## src/rtl/drv_switch_pkg.sv

```systemverilog
// Shared types and width helpers for the switch-row event path.
package drv_switch_pkg;

    // Kind of key event carried through the event FIFO.
    typedef enum logic {
        EV_CLICK   = 1'b0,
        EV_RELEASE = 1'b1
    } ev_kind_t;

    // Width of a channel code for n channels; never narrower than one bit.
    function automatic int code_w(input int n);
        return (n <= 2) ? 1 : $clog2(n);
    endfunction

endpackage

```

## src/rtl/drv_switch_event_fifo.sv

```systemverilog
// Small first-word-fall-through FIFO: the head entry is always visible on o_data.
module drv_switch_event_fifo #(
    parameter int p_data_w = 3,
    parameter int p_depth  = 4
) (
    input  logic                       i_clk,
    input  logic                       i_rst,
    input  logic                       i_push,
    input  logic [p_data_w-1:0]        i_data,
    input  logic                       i_pop,
    output logic [p_data_w-1:0]        o_data,
    output logic [$clog2(p_depth):0]   o_level,
    output logic                       o_full,
    output logic                       o_empty
);

    localparam int addr_w = $clog2(p_depth);
    localparam int lvl_w  = addr_w + 1;

    logic [p_data_w-1:0] mem [p_depth];
    logic [addr_w-1:0]   wr_ptr;
    logic [addr_w-1:0]   rd_ptr;
    logic                do_push;
    logic                do_pop;

    // Push is refused when full and pop is ignored when empty, so the
    // occupancy can never run past its bounds.
    always_comb begin
        do_push = i_push && !o_full;
        do_pop  = i_pop && !o_empty;
    end

    // Storage, wrap-around pointers and occupancy; storage is cleared on reset
    // so the head never shows X.
    always_ff @(posedge i_clk or negedge i_rst) begin
        if (!i_rst) begin
            wr_ptr  <= '0;
            rd_ptr  <= '0;
            o_level <= '0;
            for (int i = 0; i < p_depth; i++) begin
                mem[i] <= '0;
            end
        end else begin
            if (do_push) begin
                mem[wr_ptr] <= i_data;
                wr_ptr      <= wr_ptr + 1'b1;
            end
            if (do_pop) begin
                rd_ptr <= rd_ptr + 1'b1;
            end
            case ({do_push, do_pop})
                2'b10:   o_level <= o_level + 1'b1;
                2'b01:   o_level <= o_level - 1'b1;
                default: o_level <= o_level;
            endcase
        end
    end

    // Status flags and head entry, all derived from registered state.
    always_comb begin
        o_full  = (o_level == lvl_w'(p_depth));
        o_empty = (o_level == '0);
        o_data  = mem[rd_ptr];
    end

endmodule

```

## src/rtl/drv_switch_event_arb.sv

```systemverilog
// Serialises per-channel click/release pulses through a round-robin arbiter
// into an event FIFO presented on a valid/ready port.
module drv_switch_event_arb
    import drv_switch_pkg::*;
#(
    parameter  int p_width  = 4,
    parameter  int p_depth  = 4,
    localparam int p_code_w = code_w(p_width)
) (
    input  logic                       i_clk,
    input  logic                       i_rst,
    input  logic [p_width-1:0]         i_click,
    input  logic [p_width-1:0]         i_release,
    output logic                       o_valid,
    input  logic                       i_ready,
    output logic [p_code_w-1:0]        o_code,
    output logic                       o_kind,
    output logic [$clog2(p_depth):0]   o_level,
    output logic                       o_drop
);

    localparam int n_req   = 2 * p_width;
    localparam int rr_w    = $clog2(n_req);
    localparam int entry_w = p_code_w + 1;

    logic [n_req-1:0]    pend;
    logic [n_req-1:0]    pulse_vec;
    logic [n_req-1:0]    upper;
    logic [n_req-1:0]    search;
    logic [n_req-1:0]    gnt_vec;
    logic                gnt_valid;
    logic [rr_w-1:0]     gnt_idx;
    logic [rr_w-1:0]     next_ptr;
    logic [p_code_w-1:0] gnt_code;
    ev_kind_t            gnt_kind;
    logic [rr_w-1:0]     rr_ptr;
    logic                fifo_full;
    logic                fifo_empty;
    logic [entry_w-1:0]  head;

    // Flatten the two pulse rows so requester r = 2*channel + kind.
    always_comb begin
        pulse_vec = '0;
        for (int ch = 0; ch < p_width; ch++) begin
            pulse_vec[2*ch]   = i_click[ch];
            pulse_vec[2*ch+1] = i_release[ch];
        end
    end

    // Round-robin pick: lowest pending bit at or above the pointer, otherwise
    // wrap to the lowest pending bit overall; nothing is granted while full.
    always_comb begin
        upper = '0;
        for (int i = 0; i < n_req; i++) begin
            upper[i] = pend[i] && (rr_w'(i) >= rr_ptr);
        end
        search    = (|upper) ? upper : pend;
        gnt_valid = (|pend) && !fifo_full;
        gnt_idx   = '0;
        gnt_code  = '0;
        gnt_kind  = EV_CLICK;
        for (int i = n_req - 1; i >= 0; i--) begin
            if (search[i]) begin
                gnt_idx  = rr_w'(i);
                gnt_code = p_code_w'(i / 2);
                gnt_kind = ev_kind_t'(i[0]);
            end
        end
        gnt_vec = '0;
        if (gnt_valid) begin
            gnt_vec[gnt_idx] = 1'b1;
        end
        next_ptr = (gnt_idx == rr_w'(n_req - 1)) ? '0 : gnt_idx + 1'b1;
    end

    // Pending requests, rotating pointer and the one-cycle drop pulse; a pulse
    // arriving on the grant cycle re-arms the request as a fresh event.
    always_ff @(posedge i_clk or negedge i_rst) begin
        if (!i_rst) begin
            pend   <= '0;
            rr_ptr <= '0;
            o_drop <= 1'b0;
        end else begin
            pend   <= (pend & ~gnt_vec) | pulse_vec;
            o_drop <= |(pulse_vec & pend & ~gnt_vec);
            if (gnt_valid) begin
                rr_ptr <= next_ptr;
            end
        end
    end

    drv_switch_event_fifo #(
        .p_data_w (entry_w),
        .p_depth  (p_depth)
    ) u_fifo (
        .i_clk   (i_clk),
        .i_rst   (i_rst),
        .i_push  (gnt_valid),
        .i_data  ({gnt_code, gnt_kind}),
        .i_pop   (i_ready),
        .o_data  (head),
        .o_level (o_level),
        .o_full  (fifo_full),
        .o_empty (fifo_empty)
    );

    // The consumer port is the FIFO head, straight from storage.
    always_comb begin
        o_valid = !fifo_empty;
        o_code  = head[entry_w-1:1];
        o_kind  = head[0];
    end

endmodule

```

## config.mk

```make
export PLATFORM = sky130hd
export DESIGN_NAME = drv_switch_event_arb
export DESIGN_NICKNAME = d
export VERILOG_FILES = /design/src/rtl/drv_switch_pkg.sv /design/src/rtl/drv_switch_event_fifo.sv /design/src/rtl/drv_switch_event_arb.sv
export SDC_FILE = /design/constraint.sdc
export NUM_CORES = 1
export LEC_CHECK = 0
export BUFFER_PORTS_ARGS = -buffer_cell sky130_fd_sc_hd__buf_2
export CORE_MARGIN = 5
export CORE_UTILIZATION = 60
export CTS_BUF_LIST = sky130_fd_sc_hd__clkbuf_2 sky130_fd_sc_hd__clkbuf_4 sky130_fd_sc_hd__clkbuf_8
export DETAILED_ROUTE_END_ITERATION = 7
export PLACE_DENSITY = 0.81
export SYNTH_ARGS = -nofsm -noshare
export SYNTH_HDL_FRONTEND = slang
export SYNTH_SLANG_ARGS = --single-unit
```

## constraint.sdc

```tcl
create_clock -name i_clk -period 2.8 [get_ports i_clk]
set_input_delay 0.42 -clock i_clk [delete_from_list [all_inputs] [get_ports i_clk]]
set_output_delay 0.42 -clock i_clk [all_outputs]
set_load 0.02 [all_outputs]
```

==> results by group, run 1 <==
Run status
  • Status: finished clean

Cells and area
  • Most frequent cells in the layout: dfrtp_1 (27), nand2_1 (21), buf_2 (19), nor2_1 (15), mux2_2 (13)
  • Fin nets: 242
  • Finished Cell Area: 2275 sq um
  • Area delta synth->final: 13.91%
  • Post-Layout Cell Count: 271
  • Share of cells above drive strength 1: 0.3111
  • Most common cell after layout, fill and taps aside: dfrtp_1
  • ANT cells: 0

Yosys
  • Mapped Area: 1997 sq um
  • Largest family of logic cells by synthesized area: compound AO/OA/AOI/OAI gates
  • Post-Synth Simple-Gate Area: 0.1654
  • Ys Warns: 0
  • Synth Area in Compound Gates: 0.2055
  • XOR/XNOR Fraction of Synth Area: 0.03070
  • Post-synth EDFFs: 0
  • Cell count after synthesis: 198
  • Register area share after synthesis: 0.3885
  • Net Count, Synth: 216
  • Mux contribution to synthesized area: 0.1172
  • Yosys reg bits: 31
  • Primary FF master, synth: dfrtp_1
  • Synthesized-area fraction occupied by adder cells: 0.04762
  • Synth cell types: 53
  • Mean Syn Cell Area: 10.09 sq um
  • Async SR Flop Fraction: 1.000

Routing
  • DRC: 0
  • Vias post-DR: 1578
  • DRT Wirelength: 4.398 mm
  • Detailed-route wire length per cell: 16.23 microns
  • Final ANT Viol Nets: 0
  • Vias/cell: 5.823
  • Drt initial violations: 136
  • DRT Pass-1 Iters: 4

Setup path
  • Register-to-Register Path Depth: 8
  • Slowest stage delay, CP: 0.53 ns
  • CP Cell Sequence: or2_4 -> a221oi_4 -> nand4_1 -> o21a_1 -> a22o_4 -> o311ai_2 -> o211ai_1 -> or4_1
  • Critical Path Sink: o_drop
  • Worst EP arrival: 2.99 ns
  • Crit path from: pend[2]
  • Crit Path Max Fanout: 13
  • RR Startpoint: pend[2]
  • Crit end category: register
  • CP max stage cell: or4_1
  • RR Endpoint: o_drop
  • Crit path max-delay family: compound AO/OA/AOI/OAI gates
  • CP required: 3.01 ns
  • Worst Path Class, Setup: reg -> reg
  • WP depth: 8
  • R2R setup slack: 0.03 ns
  • Worst setup SP type: register
  • WP buf/inv: 0

STA
  • Slew Viols, Final: 0
  • Clk_skew: 0.01272 ns
  • Worst rel slew slack: 0.5442
  • Crit path time final: 2.773 ns
  • Setup TNS: 0 ns
  • Final hold vios: 0
  • Slew @ Worst Pin: 0.6837 ns
  • Final setup vio count: 0
  • RSZ-0062 raised after global routing: yes
  • Part of the cycle the worst path needs: 0.9904
  • Maximum clock rate: 0.3606 GHz

Pwr
  • Switching Share: 0.4435
  • PD cells: 1379 nW/um^2
  • Clock Power Share: 0.098
  • Leakage power: 1.002 nW
  • Int Power: 1.746 mW
  • Power share of the combinational group: 0.605
  • Max IR drop VDD: 734.6 uV
  • P_sw: 1.391 mW
  • Reg power frac: 0.297

Die
  • Chip width: 67.69 microns
  • Die Footprint: 4582 sq um
  • Std-Cell Rows: 21
  • I/O Pins: 19
  • Core area: 3284 sq um
  • Initial Util: 0.6080
  • Die outline height: 67.69 microns

GRT
  • First-pass GRT wire length: 7.410 mm
  • Grt ovf: 0
  • Number of global-route vias before repair: 1635
  • Initial antenna violation count: 0
  • All-Layer GR Usage: 0.2223
  • Largest net degree at the start of global routing: 32

Place
  • IO buf count: 18
  • Placer Congestion: 0.8731
  • Cell Area, Placed: 2126 sq um
  • Placed Cells incl. Taps: 257
  • DP Wirelength: 3.196 mm

Clock network
  • TritonCTS Sinks: 31
  • Skew-Pair Late Insertion Delay: 0.34 ns
  • Bufs on Longest Clock Path: 2
  • Worst-path clk slew: 0.10 ns
  • Number of buffers created by CTS: 5
  • CTS tree: built
  • H-Tree Depth: 2
  • Clock root buffer: clkbuf_4

Min path
  • Min-delay worst type: in -> async

Job
  • Maxcap violations: 0
per-stage QoR:
step | hold WS [ns] | util | power (mW) | worst slack, ns
finish | 0.1129 | 0.6926 | 3.138 | 0.02679
CTS | 0.1207 | 0.6701 | 2.993 | 0.01412
global placement | 0.4767 | 0.6472 | 2.568 | 0.1101
floorplan | 0.1244 | - | 2.273 | 0.3025
global route | 0.1657 | 0.6926 | 3.403 | -0.05939
detailed placement | 0.4941 | 0.6472 | 2.670 | -0.004827
area by class of cell:
cell class              count  area, sq um
inverters                  11        41.29
repair buffers             28        162.7
flip-flops and latches     31        780.7
multi-input cells         147         1160
clock buffers               8        72.57
fillers                   251         1010
well taps                  46        57.56
per-layer routing:
metal  track usage  vias up  part of all wire
met5             0        -                 0
li1              -      757                 -
met4        0.1139        0             0.024
met1        0.2577      780              0.41
met2        0.3900       30              0.54
met3       0.03827       11             0.031
registers in the layout, indices dropped and copies added, names as in the netlist:
register,cells
o_drop,1
pend,8
u_fifo.mem,12
u_fifo.rd_ptr,2
u_fifo.o_level,3
u_fifo.wr_ptr,2
rr_ptr,3
power by group through the flow:
stage	registers, mW	logic (mW)	clock network (mW)
floorplan	0.827	1.45	0
global placement	0.912	1.66	0
detailed placement	0.943	1.73	0
CTS	0.935	1.74	0.316
global route	0.969	2.10	0.337
finish	0.932	1.90	0.308
how the worst min path moves through the flow:
| stage | startpoint | endpoint | slack (ns) | cells after the start |
|---|---|---|---|---|
| CTS | i_rst | u_fifo.o_level[2] | 0.12 | 1 |
| detailed placement | i_rst | u_fifo.o_level[2] | 0.49 | 1 |
| floorplan | i_rst | o_drop | 0.12 | 0 |
| finish | i_rst | u_fifo.o_level[2] | 0.11 | 1 |
| global placement | i_rst | u_fifo.o_level[0] | 0.48 | 1 |
| global route | i_rst | pend[7] | 0.17 | 1 |
cell usage after synthesis, types with 4 or more instances:
master,count,area share
dfrtp_1,31,0.39
nand2_1,22,0.041
nor2_1,16,0.030
mux2_2,13,0.073
a21oi_1,10,0.025
inv_1,10,0.019
a21o_1,6,0.023
ha_1,6,0.038
o21ai_0,6,0.015
nand2b_1,5,0.016
and2b_1,4,0.015
clkbuf_1,4,0.0075
xnor2_1,4,0.018
cells by family after synthesis:
| group | count (synthesis) |
|---|---|
| XOR/XNOR | 7 |
| adder cells (fa/ha/maj) | 7 |
| AND/OR/NAND/NOR | 67 |
| multiplexers | 18 |
| flip-flops | 31 |
| AO/OA/AOI/OAI | 48 |
| buffers and inverters | 20 |
timing repair:
| action | 4_1_cts | 5_1_grt |
|---|---|---|
| hold buffers | 0 | 0 |
| gates resized for setup | 2 | 8 |
| pin swaps | 0 | 3 |
| endpoints found under the hold margin | 0 | 0 |
| buffers inserted | 0 | 6 |
| setup endpoints to repair | 1 | 1 |
Power figures use the tool's default switching activity.
==> run 2: changes to the inputs <==
--- a/config.mk
+++ b/config.mk
@@ -7,10 +7,9 @@
 export LEC_CHECK = 0
 export BUFFER_PORTS_ARGS = -buffer_cell sky130_fd_sc_hd__buf_2
 export CORE_MARGIN = 5
-export CORE_UTILIZATION = 60
+export CORE_UTILIZATION = 34
 export CTS_BUF_LIST = sky130_fd_sc_hd__clkbuf_2 sky130_fd_sc_hd__clkbuf_4 sky130_fd_sc_hd__clkbuf_8
 export DETAILED_ROUTE_END_ITERATION = 7
-export PLACE_DENSITY = 0.81
 export SYNTH_ARGS = -nofsm -noshare
 export SYNTH_HDL_FRONTEND = slang
 export SYNTH_SLANG_ARGS = --single-unit
==> run 2 against run 1 <==
Compared with the run above: register-to-register slack improved by 0.08 ns; die area increased by 64%; via count rose by 0.19%; largest cell class unchanged; largest power group unchanged.
==> results by group, run 2 (synthesized netlist as in run 1, its figures left out) <==
Clock network
  • Bufs on Longest Clock Path: 2
  • Worst-path clk slew: 0.06 ns
  • TritonCTS Sinks: 31
  • Clock root buffer: clkbuf_8
  • H-Tree Depth: 2
  • # hold bufs at CTS: 0
  • Skew-Pair Late Insertion Delay: 0.29 ns
  • CTS tree: built
  • Number of buffers created by CTS: 5

Die
  • Core area: 5816 sq um
  • Die outline height: 86.64 microns
  • Std-Cell Rows: 28
  • Die Footprint: 7506 sq um
  • Chip width: 86.64 microns
  • I/O Pins: 19
  • Initial Util: 0.3434

Setup path
  • Worst EP arrival: 2.85 ns
  • R2R setup slack: 0.10 ns
  • CP required: 2.95 ns
  • CP max stage cell: or4_1
  • Worst setup SP type: register
  • CP Cell Sequence: buf_2 -> a21bo_2 -> nor2_1 -> a311oi_1 -> a22o_1 -> a22o_4 -> o311ai_2 -> o211ai_1 -> or4_1
  • Worst Path Class, Setup: reg -> reg
  • Crit Path Max Fanout: 8
  • Slowest stage delay, CP: 0.53 ns
  • Crit end category: register

STA
  • Part of the cycle the worst path needs: 0.9633
  • Maximum clock rate: 0.3708 GHz
  • Clk_skew: 0.008881 ns
  • Crit path time final: 2.697 ns
  • Worst rel slew slack: 0.5373
  • Fin worst setup slack: 0.1028 ns
  • Final setup vio count: 0
  • Slew @ Worst Pin: 0.6941 ns
  • Worst hold slack: 0.1779 ns
  • Final hold vios: 0
  • Slew Viols, Final: 0

Routing
  • Vias/cell: 5.167
  • Drt initial violations: 89
  • DRT Pass-1 Iters: 4
  • Detailed-route wire length per cell: 14.41 microns
  • Final ANT Viol Nets: 0
  • DRT Wirelength: 4.409 mm
  • DRC: 0
  • Vias post-DR: 1581

GRT
  • Initial antenna violation count: 0
  • All-Layer GR Usage: 0.1211
  • Grt ovf: 0
  • Largest net degree at the start of global routing: 32
  • First-pass GRT wire length: 7.072 mm
  • Number of global-route vias before repair: 1514

Pwr
  • Power share of the combinational group: 0.614
  • Leakage power: 1.039 nW
  • Clock Power Share: 0.109
  • Max IR drop VDD: 551.2 uV
  • Reg power frac: 0.277
  • PD cells: 1382 nW/um^2
  • P_sw: 1.398 mW
  • Switching Share: 0.4266
  • Int Power: 1.879 mW

Cells and area
  • Layout fillers: 593
  • Multi-input logic area: 1151 sq um
  • Largest Register: u_fifo.mem
  • Reg area: 780.7 sq um
  • Most frequent cells in the layout: dfrtp_1 (27), nand2_1 (22), buf_2 (19), buf_4 (16), nor2_1 (15)
  • ANT cells: 0
  • Most common cell after layout, fill and taps aside: dfrtp_1
  • Fin nets: 249
  • Largest register FFs: 12
  • Area delta synth->final: 18.67%
  • Share of cells above drive strength 1: 0.3203
  • Top Registers: u_fifo.mem x12, pend x8

Job
  • Maxcap violations: 0

Min path
  • Min-delay worst type: in -> async

Run status
  • Status: finished clean

Place
  • Pre-CTS setup slack: -0.02734 ns
  • IO buf count: 18
  • Placer Congestion: 0.8133
  • DP Wirelength: 3.194 mm
-- run 2: per-layer routing --
layer	part of all wire	global-route usage	up-vias
li1	-	-	775
met1	0.47	0.1595	775
met2	0.48	0.1871	24
met3	0.029	0.04183	7
met4	0.015	0.03824	0
met5	0	0	-
-- run 2: power by group through the flow --
stage,clock (mW),combinational (mW),sequential [mW]
2_1_floorplan,0,1.45,0.827
3_3_place_gp,0,1.79,0.916
3_5_place_dp,0,1.81,0.920
4_1_cts,0.368,1.82,0.915
5_1_grt,0.387,2.22,0.939
6_report,0.357,2.01,0.908
-- run 2: worst paths after layout --
check / startpoint / endpoint / cells past startpoint
min: i_rst / u_fifo.wr_ptr[1] / 1
min in group i_clk: i_release[2] / pend[5] / 2
min reg2reg: u_fifo.mem[2] / u_fifo.mem[2] / 1
max: rr_ptr[1] / o_drop / 9
max reg2reg: rr_ptr[1] / o_drop / 9
max in group asynchronous: i_rst / rr_ptr[1] / 1
-- run 2: metrics by stage --
stage	cells	setup TNS (ns)	util	total power, mW	cell area [sq um]
2_1_floorplan	198	0	-	2.273	1997
3_3_place_gp	291	0	0.3782	2.706	2200
3_5_place_dp	291	-0.02734	0.3782	2.731	2200
4_1_cts	298	0	0.3935	3.100	2288
5_1_grt	306	-0.01163	0.4075	3.547	2370
6_report	306	0	0.4075	3.276	2370
-- run 2: final cells by class --
type,count,share of cell area
clock buffer,6,0.03485
clock inverter,1,0.002112
inverter,11,0.01742
multi-input combinational,147,0.4857
sequential,31,0.3295
tap,75,0.03960
timing repair buffer,35,0.09081
-- run 2: what timing repair did --
action,CTS,global route
resized for setup,1,7
pin swaps,0,4
buffers inserted,0,8
setup endpoints to repair,1,1
-- run 2: critical path, delay by kind of cell (launching register included) --
kind | cells | cell delay (ns)
compound gates | 6 | 1.32
buf+inv | 1 | 0.18
flops | 1 | 0.44
simple gates | 2 | 0.65
==> run 3: changes to the inputs <==
--- a/config.mk
+++ b/config.mk
@@ -9,6 +9,7 @@
 export CORE_MARGIN = 5
 export CORE_UTILIZATION = 34
 export CTS_BUF_LIST = sky130_fd_sc_hd__clkbuf_2 sky130_fd_sc_hd__clkbuf_4 sky130_fd_sc_hd__clkbuf_8
+export CTS_CLUSTER_DIAMETER = 80
 export DETAILED_ROUTE_END_ITERATION = 7
 export SYNTH_ARGS = -nofsm -noshare
 export SYNTH_HDL_FRONTEND = slang
==> constraint.sdc (replaced) <==
create_clock -name i_clk -period 3.2 [get_ports i_clk]
set_input_delay 0.48 -clock i_clk [delete_from_list [all_inputs] [get_ports i_clk]]
set_output_delay 0.48 -clock i_clk [all_outputs]
set_load 0.02 [all_outputs]
==> run 3 against run 2 <==
Compared with the run above: core utilization is 2.2 points lower; critical path depth is 1 lower; sequential power is 9.8% lower; critical path type unchanged; maximum frequency is 6.1% lower; largest power group unchanged; global-route usage is 0.27 points higher.
==> results by group, run 3 (synthesized netlist as in run 1, its figures left out) <==
Routing
  • Detailed-route wire length per cell: 14.20 microns
  • Final ANT Viol Nets: 0
  • DRC: 0
  • DRT Pass-1 Iters: 4
  • Drt initial violations: 90
  • Vias/cell: 5.117
  • Vias post-DR: 1489
  • DRT Wirelength: 4.131 mm

Cells and area
  • Area delta synth->final: 12.34%
  • Most common cell after layout, fill and taps aside: dfrtp_1
  • Fin nets: 233
  • ANT cells: 0
  • Most frequent cells in the layout: dfrtp_1 (31), nand2_1 (22), buf_2 (18), nor2_1 (16), mux2_2 (13)
  • Fin util: 0.3858
  • Largest Register: u_fifo.mem
  • Layout fillers: 602
  • Share of cells above drive strength 1: 0.2454
  • Top Registers: u_fifo.mem x12, pend x8
  • Finished Cell Area: 2243 sq um
  • Largest register FFs: 12

STA
  • Final hold vios: 0
  • Part of the cycle the worst path needs: 0.8974
  • Slew Viols, Final: 0
  • RSZ-0062 raised after global routing: no
  • Maximum clock rate: 0.3482 GHz
  • Final setup vio count: 0
  • Worst rel slew slack: 0.5416
  • Clk_skew: 0.004334 ns
  • Worst hold slack: 0.2415 ns
  • Slew @ Worst Pin: 0.6876 ns
  • Crit path time final: 2.872 ns
  • Setup TNS: 0 ns

Clock network
  • # hold bufs at CTS: 0
  • Post-cts sizing count: 0
  • CTS tree: built
  • Worst-path clk slew: 0.06 ns
  • Number of buffers created by CTS: 5
  • H-Tree Depth: 2
  • Bufs on Longest Clock Path: 2
  • Clock root buffer: clkbuf_8
  • Skew-Pair Late Insertion Delay: 0.28 ns
  • Post-CTS setup buffer count: 0
  • TritonCTS Sinks: 31

Pwr
  • Leakage power: 0.9730 nW
  • Max IR drop VDD: 571.8 uV
  • Tot Pwr: 2.632 mW
  • PD cells: 1173 nW/um^2

Setup path
  • Crit end category: register
  • Crit path from: rr_ptr[2]
  • Register-to-Register Path Depth: 8
  • CP max stage cell: dfrtp_1
  • Crit Path Max Fanout: 16
  • Worst EP arrival: 3.03 ns
  • RR Startpoint: rr_ptr[2]
  • R2R setup slack: 0.33 ns
  • Critical Path Sink: o_drop
  • Worst Path Class, Setup: reg -> reg
  • CP required: 3.35 ns
  • Worst setup SP type: register
  • CP Cell Sequence: nand2_1 -> o2bb2ai_4 -> a21oi_1 -> or2_0 -> a22o_4 -> o311ai_2 -> o211ai_1 -> or4_1
  • RR Endpoint: o_drop
  • Slowest stage delay, CP: 0.63 ns

GRT
  • Grt ovf: 0
  • Largest net degree at the start of global routing: 32
  • Initial antenna violation count: 0
  • First-pass GRT wire length: 7.265 mm
  • All-Layer GR Usage: 0.1238
  • Number of global-route vias before repair: 1460

Die
  • Die Footprint: 7506 sq um
  • I/O Pins: 19
  • Initial Util: 0.3434
  • Die outline height: 86.64 microns
  • Chip width: 86.64 microns
  • Std-Cell Rows: 28
  • Core area: 5816 sq um

Place
  • IO buf count: 18
  • DP Wirelength: 3.111 mm
  • Cell Area, Placed: 2140 sq um
  • Placer Congestion: 0.8571

Run status
  • Status: finished clean

Job
  • Maxcap violations: 0

Min path
  • Min-delay worst type: in -> async
[run 3: worst min-delay path by stage]
stage,start,end,slack [ns],depth (start not counted)
after floorplan,i_rst,o_drop,0.18,0
after global placement,u_fifo.mem[4],u_fifo.mem[4],0.48,1
after detailed placement,u_fifo.mem[4],u_fifo.mem[4],0.49,1
after CTS,i_rst,u_fifo.mem[2],0.27,1
after global routing,i_rst,rr_ptr[0],0.31,1
final,i_rst,rr_ptr[0],0.24,1
[run 3: report_power, final]
part	leakage, nW	internal, mW	switching (mW)	total [mW]
clock	0.0549	0.204	0.137	0.341
sequential	0.345	0.580	0.239	0.819
combinational	0.573	0.706	0.766	1.47
[run 3: critical path, delay by kind of cell (launching register included)]
kind             cells  cell delay (ns)
flip-flops           1             0.63
AND/OR/NAND/NOR      3             0.98
AO/OA/AOI/OAI        5             1.14
[run 3: layout make-up]
cell class / instances / area (sq um) / share of cell area
flip-flops and latches: 31 / 775.7 / 0.3458
multi-input cells: 147 / 1131 / 0.5042
repair buffers: 19 / 97.59 / 0.04350
inverters: 11 / 41.29 / 0.01840
clock buffers: 8 / 103.9 / 0.04629
well taps: 75 / 93.84 / 0.04183
[run 3: metal layers]
metal  up-vias  routed length (microns)  GRT usage
met3         6                       92    0.02091
met4         0                       61    0.05099
met1       728                     2053     0.1764
met5         -                        0          0
met2        16                     1924     0.1857
li1        739                        -          -
[run 3: per-stage QoR]
step / instances / setup WS [ns]
6_report: 291 / 0.3283
5_1_grt: 291 / 0.1626
4_1_cts: 291 / 0.3465
3_5_place_dp: 283 / 0.3557
3_3_place_gp: 283 / 0.3914
2_1_floorplan: 198 / 0.7025
